**config.mk**
```make
export PLATFORM = sky130hd
export DESIGN_NAME = fetch_queue
export DESIGN_NICKNAME = d
export VERILOG_FILES = /design/src/rtl/fetch_queue.sv
export SDC_FILE = /design/constraint.sdc
export NUM_CORES = 1
export LEC_CHECK = 0
export BUFFER_PORTS_ARGS = -buffer_cell sky130_fd_sc_hd__buf_2
export CORE_UTILIZATION = 35
export DETAILED_ROUTE_END_ITERATION = 12
export PLACE_DENSITY = 0.55
export SYNTH_ARGS = -nofsm -noshare
export SYNTH_HDL_FRONTEND = slang
export SYNTH_SLANG_ARGS = --single-unit
```
**constraint.sdc**
```tcl
create_clock -name clk -period 5.35 [get_ports clk]
set_input_delay 0.535 -clock clk [delete_from_list [all_inputs] [get_ports clk]]
set_output_delay 0.535 -clock clk [all_outputs]
set_load 0.02 [all_outputs]
```
**src/rtl/fetch_queue.sv**
```systemverilog
// Instruction fetch queue: a circular buffer of {pc, inst} entries between fetch and decode.
// A redirect (flush) empties it and keeps a running total of the entries it threw away.
module fetch_queue #(
    parameter int DEPTH = 4,
    parameter int AW    = 32
) (
    input  logic                   clk,
    input  logic                   rst,
    input  logic                   in_valid,
    output logic                   in_ready,
    input  logic [AW-1:0]          in_pc,
    input  logic [AW-1:0]          in_inst,
    output logic                   out_valid,
    input  logic                   out_ready,
    output logic [AW-1:0]          out_pc,
    output logic [AW-1:0]          out_inst,
    output logic [AW-1:0]          out_snpc,
    input  logic                   flush,
    output logic [$clog2(DEPTH):0] count,
    output logic [31:0]            flush_drops
);

    localparam int PW = $clog2(DEPTH);
    localparam int CW = PW + 1;
    localparam logic [CW-1:0] FULL = CW'(DEPTH);

    logic [AW-1:0] pc_mem   [DEPTH];
    logic [AW-1:0] inst_mem [DEPTH];
    logic [PW-1:0] rd_ptr;
    logic [PW-1:0] wr_ptr;
    logic [CW-1:0] count_q;
    logic [31:0]   drops_q;
    logic          push;
    logic          pop;

    // Handshake flags come from registered occupancy only, so there is no
    // combinational path from the consumer back to the producer.
    assign in_ready  = (count_q != FULL);
    assign out_valid = (count_q != '0);
    assign push      = in_valid & in_ready & ~flush;
    assign pop       = out_valid & out_ready & ~flush;

    always_ff @(posedge clk) begin
        if (push) begin
            pc_mem[wr_ptr]   <= in_pc;
            inst_mem[wr_ptr] <= in_inst;
        end
    end

    always_ff @(posedge clk) begin
        if (!rst) begin
            rd_ptr  <= '0;
            wr_ptr  <= '0;
            count_q <= '0;
            drops_q <= '0;
        end else if (flush) begin
            rd_ptr  <= '0;
            wr_ptr  <= '0;
            count_q <= '0;
            drops_q <= drops_q + 32'(count_q);
        end else begin
            if (push) begin
                wr_ptr <= wr_ptr + PW'(1);
            end
            if (pop) begin
                rd_ptr <= rd_ptr + PW'(1);
            end
            if (push && !pop) begin
                count_q <= count_q + CW'(1);
            end else if (pop && !push) begin
                count_q <= count_q - CW'(1);
            end
        end
    end

    // Head outputs read as zero when empty so stale storage never leaks out.
    always_comb begin
        out_pc   = '0;
        out_inst = '0;
        if (out_valid) begin
            out_pc   = pc_mem[rd_ptr];
            out_inst = inst_mem[rd_ptr];
        end
    end

    assign out_snpc    = out_pc + AW'(4);
    assign count       = count_q;
    assign flush_drops = drops_q;

endmodule

```
==> results of run 1 <==
## cell families (layout without fill, tap and decap cells)
logic type | Yosys count | after routing | share of synthesized area (%)
flip-flops | 297 | 297 | 67.4
AND/OR/NAND/NOR | 250 | 250 | 11.2
multiplexers | 76 | 76 | 13.1
XOR/XNOR | 55 | 55 | 3.81
buffers and inverters | 47 | 285 | 1.92
AO/OA/AOI/OAI | 24 | 24 | 1.35
adder cells (fa/ha/maj) | 11 | 11 | 1.21
other | 0 | 4 | 0
## placed cells by master (no fill, tap or decap), types with 8 or more instances in the layout
cell         n
clkinv_2     8
clkbuf_16   36
mux4_2      64
dfxtp_1     39
and2_1      83
xor2_1      21
buf_2      201
nand3_1     22
edfxtp_1   256
xnor2_1     34
inv_1       11
ha_1         9
nor2_1      21
buf_4        8
nand4_1     15
nand2_1     55
## how the worst min path moves through the flow
stage / start / to / slack [ns] / cells past startpoint
finish: in_inst[1] / inst_mem[2][1]$_DFFE_PP_ / 0.23 / 1
global route: in_inst[20] / inst_mem[0][20]$_DFFE_PP_ / 0.21 / 1
CTS: in_inst[26] / inst_mem[2][26]$_DFFE_PP_ / 0.20 / 1
detailed placement: flush_drops[31]$_SDFFE_PN0P_ / flush_drops[31]$_SDFFE_PN0P_ / 0.49 / 2
global placement: flush_drops[31]$_SDFFE_PN0P_ / flush_drops[31]$_SDFFE_PN0P_ / 0.48 / 2
floorplan: wr_ptr[1]$_SDFFE_PP0P_ / wr_ptr[1]$_SDFFE_PP0P_ / 0.47 / 2
## where the power goes
part | switching (mW) | total [mW] | internal (mW)
logic | 0.240 | 0.375 | 0.134
registers | 0.0171 | 2.57 | 2.56
clock network | 0.909 | 2.24 | 1.34
total | 1.17 | 5.19 | 4.03
## cell type report
class | instances | area, um2
fillers | 3273 | 20400
flip-flops and latches | 297 | 8520
multi-input cells | 416 | 3890
repair buffers | 209 | 1070
clock buffers | 43 | 927
well taps | 461 | 577
clock inverters | 21 | 169
inverters | 12 | 45.0
diodes | 4 | 10.0
## metrics by stage
stage / setup WS [ns] / util (%) / instance area (um2)
final: 1.04 / 42.7 / 15200
after global routing: 0.591 / 42.7 / 15200
after CTS: 0.895 / 42.7 / 15200
after detailed placement: 1.44 / 39.6 / 14100
after global placement: 1.53 / 39.6 / 14100
after floorplan: 1.47 / - / 12600
## registers in the layout, summed over array words and instances, names as in the netlist, named ones only
| name | count |
|---|---|
| count | 3 |
| wr_ptr | 2 |
| rd_ptr | 2 |
| pc_mem | 128 |
| flush_drops | 32 |
| inst_mem | 128 |
## routing by layer
layer  routed length, um  part of all wire, %  up-vias
met2               13700                   47      199
met1               12500                   43     3597
li1                    -                    -     3342
met5                  45                 0.16        -
met4                 686                  2.4        8
met3                1970                  6.8       55
==> run_results.csv, run 1 <==
group,metric,value,unit
run_status,outcome,"complete, no violations",
critical_path,r2r_slack,2.60,ns
timing,skew,0.0200,ns
critical_path,path_max_fanout,44,
timing,min_period,4.31,ns
floorplan,die_h,192,um
synth,synth_top_area_share,60.9,%
critical_path,endpoint,"out_snpc[30]",
critical_path,critPathLaunch,"count[1]$_SDFFE_PP0P_",
timing,worstMarginPinSlew,1.04,ns
global_route,grt_start_max_net_pins,52,
placement,portBuffers,201,
global_route,grt_pass1_wl,43.9,mm
timing,max_freq,232,MHz
critical_path,crit_path_start_kind,"flop",
synth,syn_avg_cell_area,16.6,um2
clocking,cts.clk_slew.worst_paths,0.05,ns
placement,gp_congestion,0.787,
critical_path,critical_path_class,"flop to output port",
global_route,met2_usage,25.7,%
routing,route.detailed.drc,0,
placement,hpwl,19.0,mm
power,vdd_drop_max,0.175,mV
clocking,ctsRootBufferMaster,"clkbuf_16",
routing,dr.first_iter.drc_count,387,
timing,setup_violations,0,
synth,synth-seq-cells,297,
final_layout,final_nets,1051,
floorplan,die_x,192,um
timing,period_share,80.5,%
placement,dp.cells,1395,
floorplan,coreArea,35600,um2
timing,finalSetupTns,0,ns
routing,firstDrtPassIters,6,
global_route,grt_overflow_total,0,
final_layout,fin_cells,1463,
synth,synth-warning-count,0,
critical_path,rr_startpoint,"count[0]$_SDFFE_PP0P_",
clocking,clock_path_buffers,3,
synth,synth_edf_count,256,
synth,synth-main-ff-cell,"edfxtp_1",
power,leakage,5.58,nW
synth,netlist.top_cell.by_area,"edfxtp_1",
critical_path,worst_r2r_endpoint,"flush_drops[22]$_SDFFE_PN0P_",
global_route,antenna_found_initial,9,
global_route,grt_usage,16.0,%
global_route,grt.busiest_layer,"met2",
synth,synth_area,12600,um2
timing,slew_viol_final,0,
timing,whs,0.233,ns
timing,rsz0062_at_grt,"no",
clocking,h-tree-depth,2,
routing,route.vias.total,7201,
clocking,clock_latency,0.51,ns
global_route,use_met3,4.60,%
critical_path,critical_path.top_delay_family,"simple AND/OR/NAND/NOR gates",
floorplan,io_pins,202,
critical_path,crit_path_max_incr_delay,0.63,ns
synth,syn_nets,840,
synth,synth.area.top_cells,"edfxtp_1 61%, mux4_2 11%, dfxtp_1 6.5%, and2_1 4.3%, xnor2_1 2.4%",
synth,ys_async_sr_fraction,0,%
critical_path,required,4.82,ns
routing,routed_wl,28.9,mm
global_route,grtUsageMet1,20.9,%
synth,synthTopCellsByCount,"256 x edfxtp_1, 87 x and2_1, 64 x mux4_2, 55 x nand2_1, 41 x dfxtp_1",
final_layout,area_growth,20.3,%
job,cap_violations,0,
global_route,first_global_vias,7461,
floorplan,start_util,35.5,%
synth,syn_inst,760,
clocking,postCtsSetupRepairBufs,0,
critical_path,path_cells,"nor3_2 -> inv_2 -> nand2_1 -> inv_1 -> ha_1 -> nand4_1 -> nor3_2 -> nand2_1 -> nor4_2 -> xnor2_1 -> buf_2",
critical_path,arrival,3.77,ns
synth,synth_seq_area_share,67.4,%
critical_path,end_kind,"output port",
floorplan,fp.dieArea,36800,um2
timing,relSlewSlack,30.0,%
clocking,holdBufCountCts,0,
synth,yosysMostFrequentCell,"edfxtp_1",
power,power.density,342,nW/um2
critical_path,path_buf_inv,3,
power,finalPower,5.19,mW
routing,vias_per_cell,4.92,
timing,finalHoldViolCount,0,
synth,ys_types,49,
routing,wl_per_cell,19.7,um
hold_path,hp-class,"input pin to flop",
critical_path,r2r_cells,8,
final_layout,drive_gt1_share,34.3,%
floorplan,fp-row-count,69,
routing,ant_nets,0,
critical_path,crit_slowest_cell,"inv_2",
clocking,cts_tree,"done",
clocking,post_cts_resized,0,
clocking,clock-sinks,297,
critical_path,path_depth,11,
clocking,cts_made_buffers,35,
(Power assumes the default switching activity.)
==> run 2, diff against run 1 <==
- PLACE_DENSITY: 0.55 -> 0.57
- clock period: 5.35 -> 3.75 ns (I/O delays scaled with it)
==> run_results.csv, run 2 (synthesized netlist as in run 1, its figures left out) <==
group,metric,value,unit
clocking,clock_path_buffers,3,
global_route,grt_overflow_total,0,
critical_path,end_kind,"output port",
routing,routed_wl,28.7,mm
global_route,antenna_found_initial,7,
critical_path,critical_path.top_delay_family,"buffers and inverters",
timing,slew_viol_final,0,
job,cap_violations,0,
clocking,cts_made_buffers,35,
clocking,ctsRootBufferMaster,"clkbuf_16",
critical_path,crit_path_start_kind,"flop",
critical_path,crit_slowest_cell,"dfxtp_4",
run_status,outcome,"complete, no violations",
routing,route.vias.total,7168,
routing,route.detailed.drc,0,
floorplan,die_x,192,um
timing,skew,0.0143,ns
final_layout,layout_commonest_cell,"edfxtp_1",
routing,vias_per_cell,4.89,
floorplan,fp.dieArea,36800,um2
final_layout,area_growth,21.5,%
final_layout,drive_gt1_share,34.4,%
final_layout,final_area,15300,um2
routing,firstDrtPassIters,5,
critical_path,path_buf_inv,4,
hold_path,hp-class,"input pin to flop",
placement,gp_congestion,0.822,
clocking,h-tree-depth,2,
timing,finalSetupTns,0,ns
critical_path,crit_path_max_incr_delay,0.50,ns
placement,portBuffers,201,
final_layout,multi_input_area,3890,um2
floorplan,coreArea,35600,um2
global_route,grt_pass1_wl,43.7,mm
routing,ant_nets,0,
clocking,clock-sinks,297,
routing,dr.first_iter.drc_count,389,
global_route,grt_usage,15.9,%
timing,whs,0.0774,ns
floorplan,io_pins,202,
timing,finalHoldViolCount,0,
clocking,clock_latency,0.52,ns
timing,period_share,95.1,%
global_route,met2_usage,26.2,%
floorplan,die_h,192,um
global_route,use_met3,5.39,%
timing,setup_violations,0,
global_route,grtUsageMet1,19.9,%
timing,relSlewSlack,55.1,%
placement,placed_area,14200,um2
critical_path,critical_path_class,"flop to output port",
timing,min_period,3.57,ns
floorplan,fp-row-count,69,
critical_path,path_max_fanout,21,
clocking,cts.clk_slew.worst_paths,0.05,ns
final_layout,final_nets,1061,
placement,hpwl,19.4,mm
critical_path,cpMostUsedCell,"buf_4",
power,power.density,487,nW/um2
critical_path,path_cells,"buf_4 -> buf_4 -> mux4_2 -> a2111oi_1 -> buf_4 -> and2b_1 -> mux2_2 -> buf_2",
global_route,grt_start_max_net_pins,49,
timing,rsz0062_at_grt,"no",
routing,wl_per_cell,19.6,um
timing,worstMarginPinSlew,0.674,ns
floorplan,start_util,35.5,%
final_layout,final_cell_mix,"256 x edfxtp_1, 201 x buf_2, 83 x and2_1",
final_layout,fillers,3266,
power,vdd_drop_max,0.255,mV
power,leakage,5.65,nW
critical_path,arrival,3.19,ns
critical_path,required,3.38,ns
timing,max_freq,280,MHz
global_route,grt.busiest_layer,"met2",
clocking,cts_tree,"done",
global_route,first_global_vias,7244,
final_layout,regArea,8520,um2
final_layout,fin_util,43.1,%
run 2: cell count changes in the layout (fill, tap and decap cells not counted), sizes merged:
cell      change
clkinvlp      +1
clkinv        -7
buf          +10
inv           -1
diode         -3
bufinv        +1
clkbuf        +2
run 2: power breakdown:
part	internal (mW)	switching, mW	leakage [nW]
Combinational	0.196	0.349	2.47
Sequential	3.65	0.0205	2.66
Clock	1.99	1.26	0.530
run 2: final cells by class:
type                       count  share of cell area (%)
multi-input combinational    416                    25.4
clock buffer                  45                    6.23
tap                          461                    3.76
sequential                   297                    55.5
antenna                        1                  0.0163
clock inverter                15                   0.922
inverter                      12                   0.294
timing repair buffer         219                    7.87
run 2: stage by stage:
step	total power, mW	worst slack, ns	std cells
after floorplan	4.06	0.0349	760
after global placement	4.29	0.638	1403
after detailed placement	4.29	0.641	1403
after CTS	7.56	0.0671	1463
after global routing	7.74	0.0150	1465
final	7.47	0.184	1466
run 2: metal layers:
metal,part of all wire [%],wire length (um)
met5,0.31,88
met3,7.7,2200
met4,1.9,532
met1,42,12000
met2,48,13900
run 2: repair_timing:
action                                  CTS  global route
resized for setup                         0             3
buffers inserted                          0             2
hold buffers                              0             0
endpoints found under the setup margin    0             8
run 2: worst paths after layout:
check                                                  start                           end  slack (ns)  depth (start not counted)
worst min-delay path                                in_pc[6]        pc_mem[1][6]$_DFFE_PP_        0.08                          1
worst max register to register         count[1]$_SDFFE_PP0P_         count[2]$_SDFFE_PP0P_        1.34                         10
worst min register to register  flush_drops[31]$_SDFFE_PN0P_  flush_drops[31]$_SDFFE_PN0P_        0.49                          2
worst max-delay path                                    flop                  out_snpc[23]        0.18                          8
run 2: worst reg2reg max path: stages (launching register included):
cell     delay (ns)
dfxtp_1        0.49
nor2_1         0.08
nand2_1        0.13
nand2_1        0.11
nor2_1         0.28
ha_1           0.24
inv_1          0.06
fa_1           0.37
xor2_1         0.16
or3_1          0.30
a21oi_1        0.13
